--- src/rtl/avli2c_pkg.sv ---
// Shared types and constants for the avli2c write sequencer.
package avli2c_pkg;

    localparam int unsigned BYTE_W             = 8;
    localparam int unsigned POLL_CNT_W         = 8;
    localparam int unsigned POLL_LIMIT_DEFAULT = 255;
    localparam logic        I2C_WRITE_BIT      = 1'b0;

    // Transaction and ACK-poll states; command states use issue/wait phases.
    typedef enum logic [3:0] {
        IDLE    = 4'd0,
        START   = 4'd1,
        CTRL    = 4'd2,
        NEXT    = 4'd3,
        DATA    = 4'd4,
        STOP    = 4'd5,
        P_START = 4'd6,
        P_CTRL  = 4'd7,
        P_STOP  = 4'd8,
        ABORT   = 4'd9
    } state_e;

    typedef enum logic {
        PH_ISSUE = 1'b0,
        PH_WAIT  = 1'b1
    } phase_e;

    // Complete register state of the sequencer, outputs included.
    typedef struct packed {
        state_e                  state;
        phase_e                  phase;
        logic [POLL_CNT_W-1:0]   poll_cnt;
        logic                    success;
        logic [BYTE_W-1:0]       data_byte;
        logic                    read_data;
        logic                    clear;
        logic                    cmd_start;
        logic                    cmd_write;
        logic                    cmd_stop;
        logic [BYTE_W-1:0]       cmd_data;
        logic                    busy;
        logic                    error;
    } regs_t;

    localparam regs_t REGS_RESET = '{
        state:     IDLE,
        phase:     PH_ISSUE,
        poll_cnt:  '0,
        success:   1'b0,
        data_byte: '0,
        read_data: 1'b0,
        clear:     1'b0,
        cmd_start: 1'b0,
        cmd_write: 1'b0,
        cmd_stop:  1'b0,
        cmd_data:  '0,
        busy:      1'b0,
        error:     1'b0
    };

    // Control byte for a write to the given 7-bit slave address.
    function automatic logic [BYTE_W-1:0] ctrl_byte(input logic [6:0] addr);
        return {addr, I2C_WRITE_BIT};
    endfunction

endpackage

--- src/rtl/avli2c_write_sequencer.sv ---
// Drains the avli2c address/data buffer into i2c_master byte commands,
// then ACK-polls the EEPROM until its internal write cycle finishes.
module avli2c_write_sequencer
    import avli2c_pkg::*;
#(
    parameter logic [6:0]  DEVICE_ADDR = 7'h50,
    parameter int unsigned POLL_LIMIT  = POLL_LIMIT_DEFAULT
) (
    input  logic              clock_i,
    input  logic              reset_i,
    input  logic              data_available_i,
    input  logic [BYTE_W-1:0] data_i,
    output logic              read_data_o,
    output logic              clear_o,
    output logic              cmd_start_o,
    output logic              cmd_write_o,
    output logic              cmd_stop_o,
    output logic [BYTE_W-1:0] cmd_data_o,
    input  logic              master_busy_i,
    input  logic              done_i,
    input  logic              nack_i,
    output logic              busy_o,
    output logic              error_o
);

    localparam logic [BYTE_W-1:0]     CTRL_BYTE = ctrl_byte(DEVICE_ADDR);
    localparam logic [POLL_CNT_W-1:0] POLL_MAX  = POLL_CNT_W'(POLL_LIMIT);

    regs_t regs_q;
    regs_t regs_d;
    logic  can_issue;
    logic  wait_done;

    // Issue only when the master can take a command; done only counts while waiting.
    assign can_issue = (regs_q.phase == PH_ISSUE) && !master_busy_i;
    assign wait_done = (regs_q.phase == PH_WAIT) && done_i;

    // Next-state and registered-output computation.
    always_comb begin
        regs_d           = regs_q;
        regs_d.read_data = 1'b0;
        regs_d.clear     = 1'b0;
        regs_d.cmd_start = 1'b0;
        regs_d.cmd_write = 1'b0;
        regs_d.cmd_stop  = 1'b0;

        // The popped byte is only valid while the pop strobe is high.
        if (regs_q.read_data) begin
            regs_d.data_byte = data_i;
        end

        unique case (regs_q.state)
            IDLE: begin
                if (data_available_i) begin
                    regs_d.state = START;
                    regs_d.phase = PH_ISSUE;
                    regs_d.error = 1'b0;
                end
            end
            START: begin
                if (can_issue) begin
                    regs_d.cmd_start = 1'b1;
                    regs_d.phase     = PH_WAIT;
                end else if (wait_done) begin
                    regs_d.state = CTRL;
                    regs_d.phase = PH_ISSUE;
                end
            end
            CTRL: begin
                if (can_issue) begin
                    regs_d.cmd_write = 1'b1;
                    regs_d.cmd_data  = CTRL_BYTE;
                    regs_d.phase     = PH_WAIT;
                end else if (wait_done) begin
                    regs_d.state = nack_i ? ABORT : NEXT;
                    regs_d.phase = PH_ISSUE;
                end
            end
            NEXT: begin
                regs_d.phase = PH_ISSUE;
                if (data_available_i) begin
                    regs_d.read_data = 1'b1;
                    regs_d.state     = DATA;
                end else begin
                    regs_d.state = STOP;
                end
            end
            DATA: begin
                if (can_issue) begin
                    regs_d.cmd_write = 1'b1;
                    regs_d.cmd_data  = regs_q.read_data ? data_i : regs_q.data_byte;
                    regs_d.phase     = PH_WAIT;
                end else if (wait_done) begin
                    regs_d.state = nack_i ? ABORT : NEXT;
                    regs_d.phase = PH_ISSUE;
                end
            end
            STOP: begin
                if (can_issue) begin
                    regs_d.cmd_stop = 1'b1;
                    regs_d.phase    = PH_WAIT;
                end else if (wait_done) begin
                    regs_d.state    = P_START;
                    regs_d.phase    = PH_ISSUE;
                    regs_d.poll_cnt = '0;
                    regs_d.success  = 1'b0;
                end
            end
            P_START: begin
                if (can_issue) begin
                    regs_d.cmd_start = 1'b1;
                    regs_d.phase     = PH_WAIT;
                end else if (wait_done) begin
                    regs_d.state = P_CTRL;
                    regs_d.phase = PH_ISSUE;
                end
            end
            P_CTRL: begin
                if (can_issue) begin
                    regs_d.cmd_write = 1'b1;
                    regs_d.cmd_data  = CTRL_BYTE;
                    regs_d.phase     = PH_WAIT;
                end else if (wait_done) begin
                    if (nack_i) begin
                        if (regs_q.poll_cnt != '1) begin
                            regs_d.poll_cnt = POLL_CNT_W'(regs_q.poll_cnt + 1'b1);
                        end
                    end else begin
                        regs_d.success = 1'b1;
                    end
                    regs_d.state = P_STOP;
                    regs_d.phase = PH_ISSUE;
                end
            end
            P_STOP: begin
                if (can_issue) begin
                    regs_d.cmd_stop = 1'b1;
                    regs_d.phase    = PH_WAIT;
                end else if (wait_done) begin
                    regs_d.phase = PH_ISSUE;
                    if (regs_q.success) begin
                        regs_d.state = IDLE;
                    end else if (regs_q.poll_cnt == POLL_MAX) begin
                        regs_d.error = 1'b1;
                        regs_d.state = IDLE;
                    end else begin
                        regs_d.state = P_START;
                    end
                end
            end
            ABORT: begin
                if (can_issue) begin
                    regs_d.cmd_stop = 1'b1;
                    regs_d.clear    = 1'b1;
                    regs_d.error    = 1'b1;
                    regs_d.phase    = PH_WAIT;
                end else if (wait_done) begin
                    regs_d.state = IDLE;
                    regs_d.phase = PH_ISSUE;
                end
            end
            default: begin
                regs_d.state = IDLE;
                regs_d.phase = PH_ISSUE;
            end
        endcase

        regs_d.busy = (regs_d.state != IDLE);
    end

    // State register; reset drops every output at once.
    always_ff @(posedge clock_i or negedge reset_i) begin
        if (!reset_i) begin
            regs_q <= REGS_RESET;
        end else begin
            regs_q <= regs_d;
        end
    end

    assign read_data_o = regs_q.read_data;
    assign clear_o     = regs_q.clear;
    assign cmd_start_o = regs_q.cmd_start;
    assign cmd_write_o = regs_q.cmd_write;
    assign cmd_stop_o  = regs_q.cmd_stop;
    assign cmd_data_o  = regs_q.cmd_data;
    assign busy_o      = regs_q.busy;
    assign error_o     = regs_q.error;

endmodule

--- config.mk ---
export PLATFORM = sky130hd
export DESIGN_NAME = avli2c_write_sequencer
export DESIGN_NICKNAME = d
export VERILOG_FILES = /design/src/rtl/avli2c_pkg.sv /design/src/rtl/avli2c_write_sequencer.sv
export SDC_FILE = /design/constraint.sdc
export NUM_CORES = 1
export LEC_CHECK = 0
export BUFFER_PORTS_ARGS = -buffer_cell sky130_fd_sc_hd__buf_2
export CORE_UTILIZATION = 57
export DETAILED_ROUTE_END_ITERATION = 10
export GPL_ROUTABILITY_DRIVEN = 0
export PLACE_DENSITY_LB_ADDON = 0.08
export SLEW_MARGIN = 15
export SYNTH_ARGS = -nofsm -noshare
export SYNTH_HDL_FRONTEND = slang
export SYNTH_SLANG_ARGS = --single-unit
--- constraint.sdc ---
create_clock -name clock_i -period 2.24 [get_ports clock_i]
set_input_delay 0.224 -clock clock_i [delete_from_list [all_inputs] [get_ports clock_i]]
set_output_delay 0.224 -clock clock_i [all_outputs]
set_load 0.01 [all_outputs]
==> flow_metrics.py, run 1 <==
metrics = {
    "cells_and_area": {
        "seq_area_um2": 926,
        "fin_util": 0.649,
        "fin_nets": 241,
        "final_cells": 273,
        "syn_to_final_growth_pct": 7.01,
        "final_layout_size_suffix_gt1_frac": 0.264,
        "nFillCells": 285,
        "finalInstanceArea_um2": 2220,
        "antenna_cells": 0,
        "multi_input_area_um2": 957,
    },
    "die": {
        "fp.dieW_um": 62.3,
        "die_h_um": 62.3,
        "io_pins": 29,
        "core_area_um2": 3420,
        "start_util": 0.607,
        "rows": 21,
        "die_area_um2": 3880,
    },
    "worst_setup_path": {
        "end_kind": "register",
        "required_ps": 2480,
        "crit_family": "flip-flops",
        "crit_fanout": 19,
        "crit_chain": "xnor2_1, mux2i_1, or2_1, mux2_2",
        "worstSetupStartpointType": "register",
        "crit_slowest_cell": "dfrtp_1",
        "path_buf_inv": 0,
        "reg2reg_from": "regs_q[35]",
        "crit_type": "register to register",
        "arrival_ps": 2260,
        "worstSetupStartpoint": "regs_q[35]",
        "max_stage_delay_ps": 720,
    },
    "global_route": {
        "overflow": 0,
        "grt_pass1_wl_um": 7070,
        "grt_max_degree": 38,
        "grt.total_usage": 0.231,
        "grt_pass1_vias": 1533,
        "grt_antenna_before_repair": 0,
    },
    "pwr": {
        "combPwrFrac": 0.456,
        "intPower_mw": 1.64,
        "peakVddDrop_uv": 933,
        "power.total_mw": 2.76,
        "p_clk_frac": 0.123,
        "leakage_nw": 1.04,
        "p_switching_mw": 1.12,
        "p_per_area_nw_per_um2": 1240,
        "pwr-share-seq": 0.421,
        "switching_share": 0.407,
    },
    "sta": {
        "slew_viol_final": 0,
        "max_slew.worst_pin.slew_ps": 800,
        "slew_headroom": 0.467,
        "finalSetupViolCount": 0,
        "period_minus_slack_ps": 2030,
        "period_share": 0.906,
        "max_freq_ghz": 0.493,
        "hold_viol": 0,
        "rsz0062_at_grt": "false",
        "skew_ps": 10.6,
        "timing.setup.tns_ps": 0,
    },
    "routing": {
        "drt-wirelength-per-cell_um": 14.8,
        "drtIter0Drc": 87,
        "viasPerCell": 5.85,
        "postRouteAntennaNets": 0,
        "drc_errors": 0,
        "wirelength_um": 4040,
        "via_count": 1597,
        "first_pass_iters": 4,
    },
    "synth": {
        "yosysWarnings": 0,
        "ys_async_sr_fraction": 1.00,
        "yosysSeqAreaShare": 0.447,
        "ys_ff_latch": 37,
        "synth_cell_types": 54,
        "synth_cells": 209,
        "syn_area_um2": 2070,
        "synth_area_per_cell_um2": 9.91,
        "syn-num-nets": 224,
        "synth_top_flop_cell": "dfrtp_1",
        "synth_edf_count": 0,
    },
    "placed_design": {
        "dp_hpwl_um": 2830,
        "place_area_um2": 2150,
        "dpl.cell_count": 264,
        "portBuffers": 28,
    },
    "cts": {
        "path_clk_slew_ps": 110,
        "h-tree-depth": 2,
        "clock-sinks": 37,
        "cts_buffers": 5,
        "cts_tree": "built",
        "clk_latency_ps": 340,
        "cts-root-buf": "clkbuf_4",
        "clock_path_buffers": 2,
    },
    "flow_run": {
        "maxCapViolations": 0,
    },
    "min_path": {
        "min_from": "data_i[2]",
        "hold_path.class": "input port to register",
    },
    "run_status": {
        "outcome": "finished clean",
    },
}
==> state kept, by name, indices dropped and copies added, names as in the netlist <==
register / flops
cmd_write_o: 1
cmd_start_o: 1
clear_o: 1
cmd_stop_o: 1
regs_q: 22
read_data_o: 1
error_o: 1
busy_o: 1
cmd_data_o: 8
==> metal layers <==
layer	wire, um	up-vias	GRT usage	part of all wire
met5	0	-	0	0
met4	72	0	0.0872	0.018
met3	261	7	0.0570	0.065
met2	1890	58	0.368	0.47
met1	1820	767	0.304	0.45
li1	-	765	-	-
==> metrics by stage <==
stage,setup WS [ps],hold WS [ps]
3_5_place_dp,249,356
4_1_cts,222,103
6_report,210,112
2_1_floorplan,468,-71.6
5_1_grt,66.5,116
3_3_place_gp,356,342
==> layout by cell type (no fill, tap or decap), drive strengths merged, types with 3 or more instances in the layout <==
cell type and count:
buf 32, a2111oi 3, nand2b 8, or3 3, nand2 14, nor3b 3, o21a 3, nor4 3
o21ai 4, o22ai 3, mux2 7, clkbuf 6, nor3 6, a21o 3, mux2i 11, and2 3
nand3b 3, dfrtp 37, or2 4, nor2 12, inv 12, a21oi 11, nand3 4
==> repair_timing <==
item,4_1_cts,5_1_grt
hold buffers,1,0
endpoints found under the setup margin,0,1
buffers inserted,0,0
gates resized for setup,0,1
endpoints found under the hold margin,37,0
==> worst min-delay path: cells and delay by family <==
kind / cells / cell delay [ps]
muxes: 1 / 70
buffers and inverters: 2 / 130
==> Yosys cell counts, types with 4 or more instances <==
library cell | n | area [um^2]
a21oi_1 | 11 | 55.1
buf_2 | 5 | 25.0
buf_4 | 10 | 75.1
clkbuf_1 | 6 | 22.5
dfrtp_1 | 37 | 926
inv_1 | 12 | 45.0
mux2_2 | 7 | 78.8
mux2i_1 | 11 | 110
nand2_1 | 13 | 48.8
nand2b_1 | 8 | 50.1
nand3_1 | 4 | 20.0
nor2_1 | 12 | 45.0
nor3_1 | 6 | 30.0
==> area by class of cell <==
| class | instances | share of cell area |
|---|---|---|
| tap | 46 | 0.0260 |
| clock buffer | 6 | 0.0186 |
| clock inverter | 2 | 0.00451 |
| inverter | 12 | 0.0203 |
| timing repair buffer | 33 | 0.0813 |
| multi-input combinational | 137 | 0.432 |
| sequential | 37 | 0.418 |
==> power groups by stage <==
stage	clock, mW	combinational (mW)	sequential (mW)
6_report	0.339	1.26	1.16
5_1_grt	0.373	1.40	1.20
4_1_cts	0.351	1.25	1.16
3_5_place_dp	0	1.25	1.17
3_3_place_gp	0	1.22	1.16
2_1_floorplan	0	1.17	1.04
==> logic make-up after synthesis <==
group	Yosys count	share of synthesized area
flops	37	0.447
buf+inv	35	0.0918
fa+ha+maj	1	0.00604
mux	18	0.0912
compound gates	45	0.161
simple gates	70	0.191
xor+xnor	3	0.0127
==> worst paths after layout <==
path                            endpoint  slack, ps  depth (start not counted)
setup / recovery           cmd_data_o[0]        210                          4
hold / removal                regs_q[17]        110                          3
setup reg to reg           cmd_data_o[0]        210                          4
hold reg to reg               regs_q[15]        490                          2
max in group asynchronous     regs_q[15]       1230                          2
min in group asynchronous    cmd_start_o        510                          2
No activity file was read; power rests on OpenSTA's default activity.
==> run 2, diff against run 1 <==
CORE_UTILIZATION = 40   (was 57)
clock period = 1.9 ns   (was 2.24 ns; I/O delays follow)
==> run 2 against run 1 <==
Clock skew about the same. Setup slack got worse by 95 ps. Sequential power increased by 13%. Worst hold slack improved by 11 ps. Core utilization decreased by 16 points. Clock power increased by 63%. Register-to-register slack got worse by 90 ps. Routed wire length increased by 6.8%. Combinational power increased by 34%. Critical path type unchanged.
==> flow_metrics.py, run 2 (synthesis results as in run 1) <==
metrics = {
    "die": {
        "fp.dieW_um": 74.0,
        "start_util": 0.427,
        "die_h_um": 74.0,
        "io_pins": 29,
        "core_area_um2": 4850,
        "rows": 25,
        "die_area_um2": 5470,
    },
    "routing": {
        "wirelength_um": 4310,
        "drt-wirelength-per-cell_um": 14.1,
        "drtIter0Drc": 99,
        "via_count": 1604,
        "drc_errors": 0,
        "viasPerCell": 5.24,
        "first_pass_iters": 4,
        "postRouteAntennaNets": 0,
    },
    "sta": {
        "skew_ps": 10.2,
        "period_share": 0.939,
        "period_minus_slack_ps": 1780,
        "hold_viol": 0,
        "max_slew.worst_pin.slew_ps": 472,
        "max_freq_ghz": 0.560,
        "slew_headroom": 0.685,
        "rsz0062_at_grt": "true",
        "slew_viol_final": 0,
        "hold_slack_ps": 123,
        "finalSetupViolCount": 0,
        "timing.setup.tns_ps": 0,
    },
    "worst_setup_path": {
        "reg2reg_from": "regs_q[24]",
        "worstSetupStartpointType": "register",
        "end_kind": "register",
        "required_ps": 2070,
        "crit_fanout": 6,
        "rr_worst_depth": 6,
        "crit_type": "register to register",
        "rrSetupSlack_ps": 120,
        "rr_endpoint": "regs_q[26]",
        "arrival_ps": 1960,
    },
    "cells_and_area": {
        "mostFrequentLayoutCells": "37 x dfrtp_1, 28 x buf_2, 16 x buf_4",
        "fin_nets": 253,
        "regMostFlops": "regs_q",
        "nFillCells": 463,
        "syn_to_final_growth_pct": 14.4,
        "final_layout_size_suffix_gt1_frac": 0.301,
        "largest_reg_flops": 22,
        "antenna_cells": 0,
        "fin_util": 0.489,
        "final_common_cell": "dfrtp_1",
    },
    "global_route": {
        "overflow": 0,
        "grt_busiest_layer": "met2",
        "use_met1": 0.227,
        "grt_pass1_wl_um": 7250,
        "grtUsageMet2": 0.290,
        "met3_usage": 0.0325,
        "grt.total_usage": 0.175,
        "grt_antenna_before_repair": 0,
        "grt_max_degree": 38,
        "grt_pass1_vias": 1547,
    },
    "pwr": {
        "p_switching_mw": 1.38,
        "p_clk_frac": 0.156,
        "leakage_nw": 1.10,
        "combPwrFrac": 0.476,
        "power.total_mw": 3.55,
        "pwr-share-seq": 0.368,
        "peakVddDrop_uv": 508,
        "intPower_mw": 2.17,
        "switching_share": 0.389,
        "p_per_area_nw_per_um2": 1500,
    },
    "min_path": {
        "hold_path.class": "input port to register",
        "min_from": "master_busy_i",
        "holdPathEnd": "cmd_stop_o",
        "hold_depth": 2,
    },
    "cts": {
        "path_clk_slew_ps": 90,
        "clock_path_buffers": 2,
        "cts_buffers": 5,
        "clock-sinks": 37,
        "h-tree-depth": 2,
        "clk_latency_ps": 290,
        "cts-root-buf": "clkbuf_8",
        "cts_tree": "built",
    },
    "placed_design": {
        "portBuffers": 28,
        "dp_hpwl_um": 3090,
    },
    "flow_run": {
        "maxCapViolations": 0,
    },
    "run_status": {
        "outcome": "finished clean",
    },
}
==> run 2: layout make-up <==
class | count | area (um^2) | area share
flip-flops and latches | 37 | 926 | 0.391
well taps | 67 | 83.8 | 0.0354
clock buffers | 6 | 72.6 | 0.0306
inverters | 12 | 45.0 | 0.0190
repair buffers | 45 | 270 | 0.114
multi-input cells | 137 | 957 | 0.404
clock inverters | 2 | 15.0 | 0.00634
==> run 2: power groups by stage <==
stage          Clock (mW)  Combinational [mW]  Sequential (mW)
2_1_floorplan           0                1.38             1.22
4_1_cts             0.567                1.71             1.31
3_3_place_gp            0                1.66             1.32
6_report            0.553                1.69             1.31
3_5_place_dp            0                1.69             1.33
5_1_grt             0.601                1.89             1.36
==> run 2: repair_timing <==
action	CTS	global route
gates resized for setup	0	1
buffers inserted	0	0
hold buffers	1	0
hold endpoints to repair	37	0
endpoints found under the setup margin	0	3
==> run 2: worst max-delay path by stage <==
stage	from	to	slack, ps	cells past startpoint
floorplan	regs_q[24]	regs_q[31]	130	5
global placement	regs_q[24]	regs_q[31]	100	5
detailed placement	regs_q[24]	regs_q[31]	60	5
CTS	regs_q[24]	regs_q[31]	40	5
global route	regs_q[24]	regs_q[28]	0.4	6
finish	regs_q[24]	regs_q[26]	120	6
==> run 2: critical path: stages (launching register included) <==
cell     delay [ps]
dfrtp_1         410
ha_1            250
nand4_1         160
o21ai_1         150
buf_4           180
a21o_1          220
a211o_1         300
==> run 2: per-layer routing <==
layer / wire [um] / vias up
met3: 110 / 5
li1: - / 796
met5: 0 / -
met2: 2070 / 22
met1: 2080 / 781
met4: 49 / 0
==> run 2: metrics by stage <==
stage | setup WS [ps] | instances | cell area (um^2)
after global routing | 0.403 | 306 | 2370
after global placement | 104 | 297 | 2270
after detailed placement | 60.0 | 297 | 2270
final | 116 | 306 | 2370
after CTS | 39.0 | 306 | 2370
after floorplan | 128 | 209 | 2070
==> run 3, diff against run 2 <==
CORE_ASPECT_RATIO = 0.75   (was unset)
RECOVER_POWER = 100   (was unset)
==> run 3 against run 2 <==
Routed wire length is 2.7% higher. Worst hold slack worse by 93 ps. Power is 5.9% higher. Non-clock buffer count stayed put. Core utilization is 0.58 points lower. Highest routed layer unchanged. Largest power group unchanged. Register-to-register slack worse by 20 ps.
==> flow_metrics.py, run 3 (synthesis results as in run 1) <==
metrics = {
    "cts": {
        "clock-sinks": 37,
        "cts_hold_buf": 0,
        "clk_latency_ps": 290,
        "cts_tree": "built",
        "cts_buffers": 5,
        "cts-root-buf": "clkbuf_8",
        "clock_path_buffers": 2,
        "path_clk_slew_ps": 80,
        "h-tree-depth": 2,
    },
    "worst_setup_path": {
        "arrival_ps": 2020,
        "crit_type": "register to register",
        "required_ps": 2120,
        "end_kind": "register",
        "worstSetupStartpointType": "register",
        "crit_fanout": 10,
    },
    "cells_and_area": {
        "finalInstanceArea_um2": 2380,
        "antenna_cells": 0,
        "mostFrequentLayoutCells": "37 x dfrtp_1, 19 x clkbuf_1, 13 x nand2_1",
        "largest_reg_flops": 22,
        "fin_util": 0.483,
        "nFillCells": 478,
        "regMostFlops": "regs_q",
        "syn_to_final_growth_pct": 14.9,
        "fin_nets": 253,
        "final_common_cell": "dfrtp_1",
        "final_cells": 299,
        "final_layout_size_suffix_gt1_frac": 0.238,
    },
    "placed_design": {
        "dpl.cell_count": 289,
        "place_area_um2": 2250,
        "dp_hpwl_um": 3080,
        "portBuffers": 28,
    },
    "pwr": {
        "p_switching_mw": 1.40,
        "intPower_mw": 2.36,
        "p_clk_frac": 0.215,
        "p_per_area_nw_per_um2": 1580,
        "peakVddDrop_uv": 512,
        "leakage_nw": 1.07,
        "switching_share": 0.372,
        "pwr-share-seq": 0.352,
        "combPwrFrac": 0.433,
    },
    "routing": {
        "postRouteAntennaNets": 0,
        "drtIter0Drc": 133,
        "drt-wirelength-per-cell_um": 14.8,
        "drc_errors": 0,
        "viasPerCell": 5.47,
        "via_count": 1635,
        "first_pass_iters": 4,
        "wirelength_um": 4430,
    },
    "sta": {
        "rsz0062_at_grt": "false",
        "skew_ps": 10.0,
        "finalSetupViolCount": 0,
        "max_freq_ghz": 0.553,
        "max_slew.worst_pin.slew_ps": 934,
        "hold_viol": 0,
        "slew_viol_final": 0,
        "period_minus_slack_ps": 1810,
        "timing.setup.tns_ps": 0,
        "slew_headroom": 0.377,
        "period_share": 0.952,
    },
    "die": {
        "fp.dieW_um": 85.1,
        "die_area_um2": 5470,
        "start_util": 0.421,
        "core_area_um2": 4930,
        "io_pins": 29,
        "die_h_um": 64.3,
        "rows": 22,
    },
    "flow_run": {
        "maxCapViolations": 0,
    },
    "global_route": {
        "grt_pass1_vias": 1530,
        "overflow": 0,
        "grt_max_degree": 38,
        "grt_pass1_wl_um": 7370,
        "grt_antenna_before_repair": 0,
        "grt.total_usage": 0.173,
    },
    "run_status": {
        "outcome": "finished clean",
    },
    "min_path": {
        "hold_path.class": "input port to asynchronous set/reset pin",
    },
}
## run 3: cell type report
| cell class | count | area (um^2) | share of cell area |
|---|---|---|---|
| multi-input combinational | 137 | 968 | 0.407 |
| inverter | 12 | 45.0 | 0.0189 |
| sequential | 37 | 926 | 0.389 |
| timing repair buffer | 45 | 231 | 0.0973 |
| clock buffer | 5 | 68.8 | 0.0289 |
| clock inverter | 3 | 65.1 | 0.0273 |
| tap | 60 | 75.1 | 0.0315 |
## run 3: power groups by stage
stage / Clock (mW) / Combinational (mW) / Sequential, mW
finish: 0.811 / 1.63 / 1.32
global route: 0.854 / 1.82 / 1.36
CTS: 0.835 / 1.69 / 1.32
detailed placement: 0 / 1.68 / 1.33
global placement: 0 / 1.67 / 1.32
floorplan: 0 / 1.38 / 1.22
## run 3: metal layers
layer  track usage  vias up  part of all wire
met5             0        -                 0
met4        0.0487        0             0.010
met3        0.0426        6             0.053
met2         0.261       48              0.45
met1         0.247      790              0.49
li1              -      791                 -
## run 3: path summary, 6_finish.rpt
kind	to	slack (ps)	startpoint	cells past startpoint
worst max register to register	regs_q[29]	90	regs_q[35]	5
worst min-delay path	cmd_data_o[5]	30	reset_i	1
worst min register to register	regs_q[17]	480	regs_q[17]	2
max in group asynchronous	cmd_data_o[2]	1290	reset_i	1
min in group clock_i	cmd_stop_o	110	master_busy_i	2
worst max-delay path	regs_q[29]	90	regs_q[35]	5
## run 3: through the flow
step | setup slack [ps] | hold slack (ps) | power, mW
floorplan | 128 | -106 | 2.61
global placement | 118 | 335 | 3.00
detailed placement | 50.2 | 351 | 3.01
CTS | 29.1 | 36.2 | 3.84
global route | 4.35 | 116 | 4.04
finish | 91.8 | 29.5 | 3.76
## run 3: worst max-delay path: stages, from the launching register on
cell,delay (ps)
dfrtp_1,540
buf_4,200
nand2b_1,110
or3_4,380
or4_1,420
o21ai_1,100
## run 3: repair_timing
action	4_1_cts	5_1_grt
gates resized for setup	0	5
setup buffers	0	2
endpoints found under the setup margin	0	14
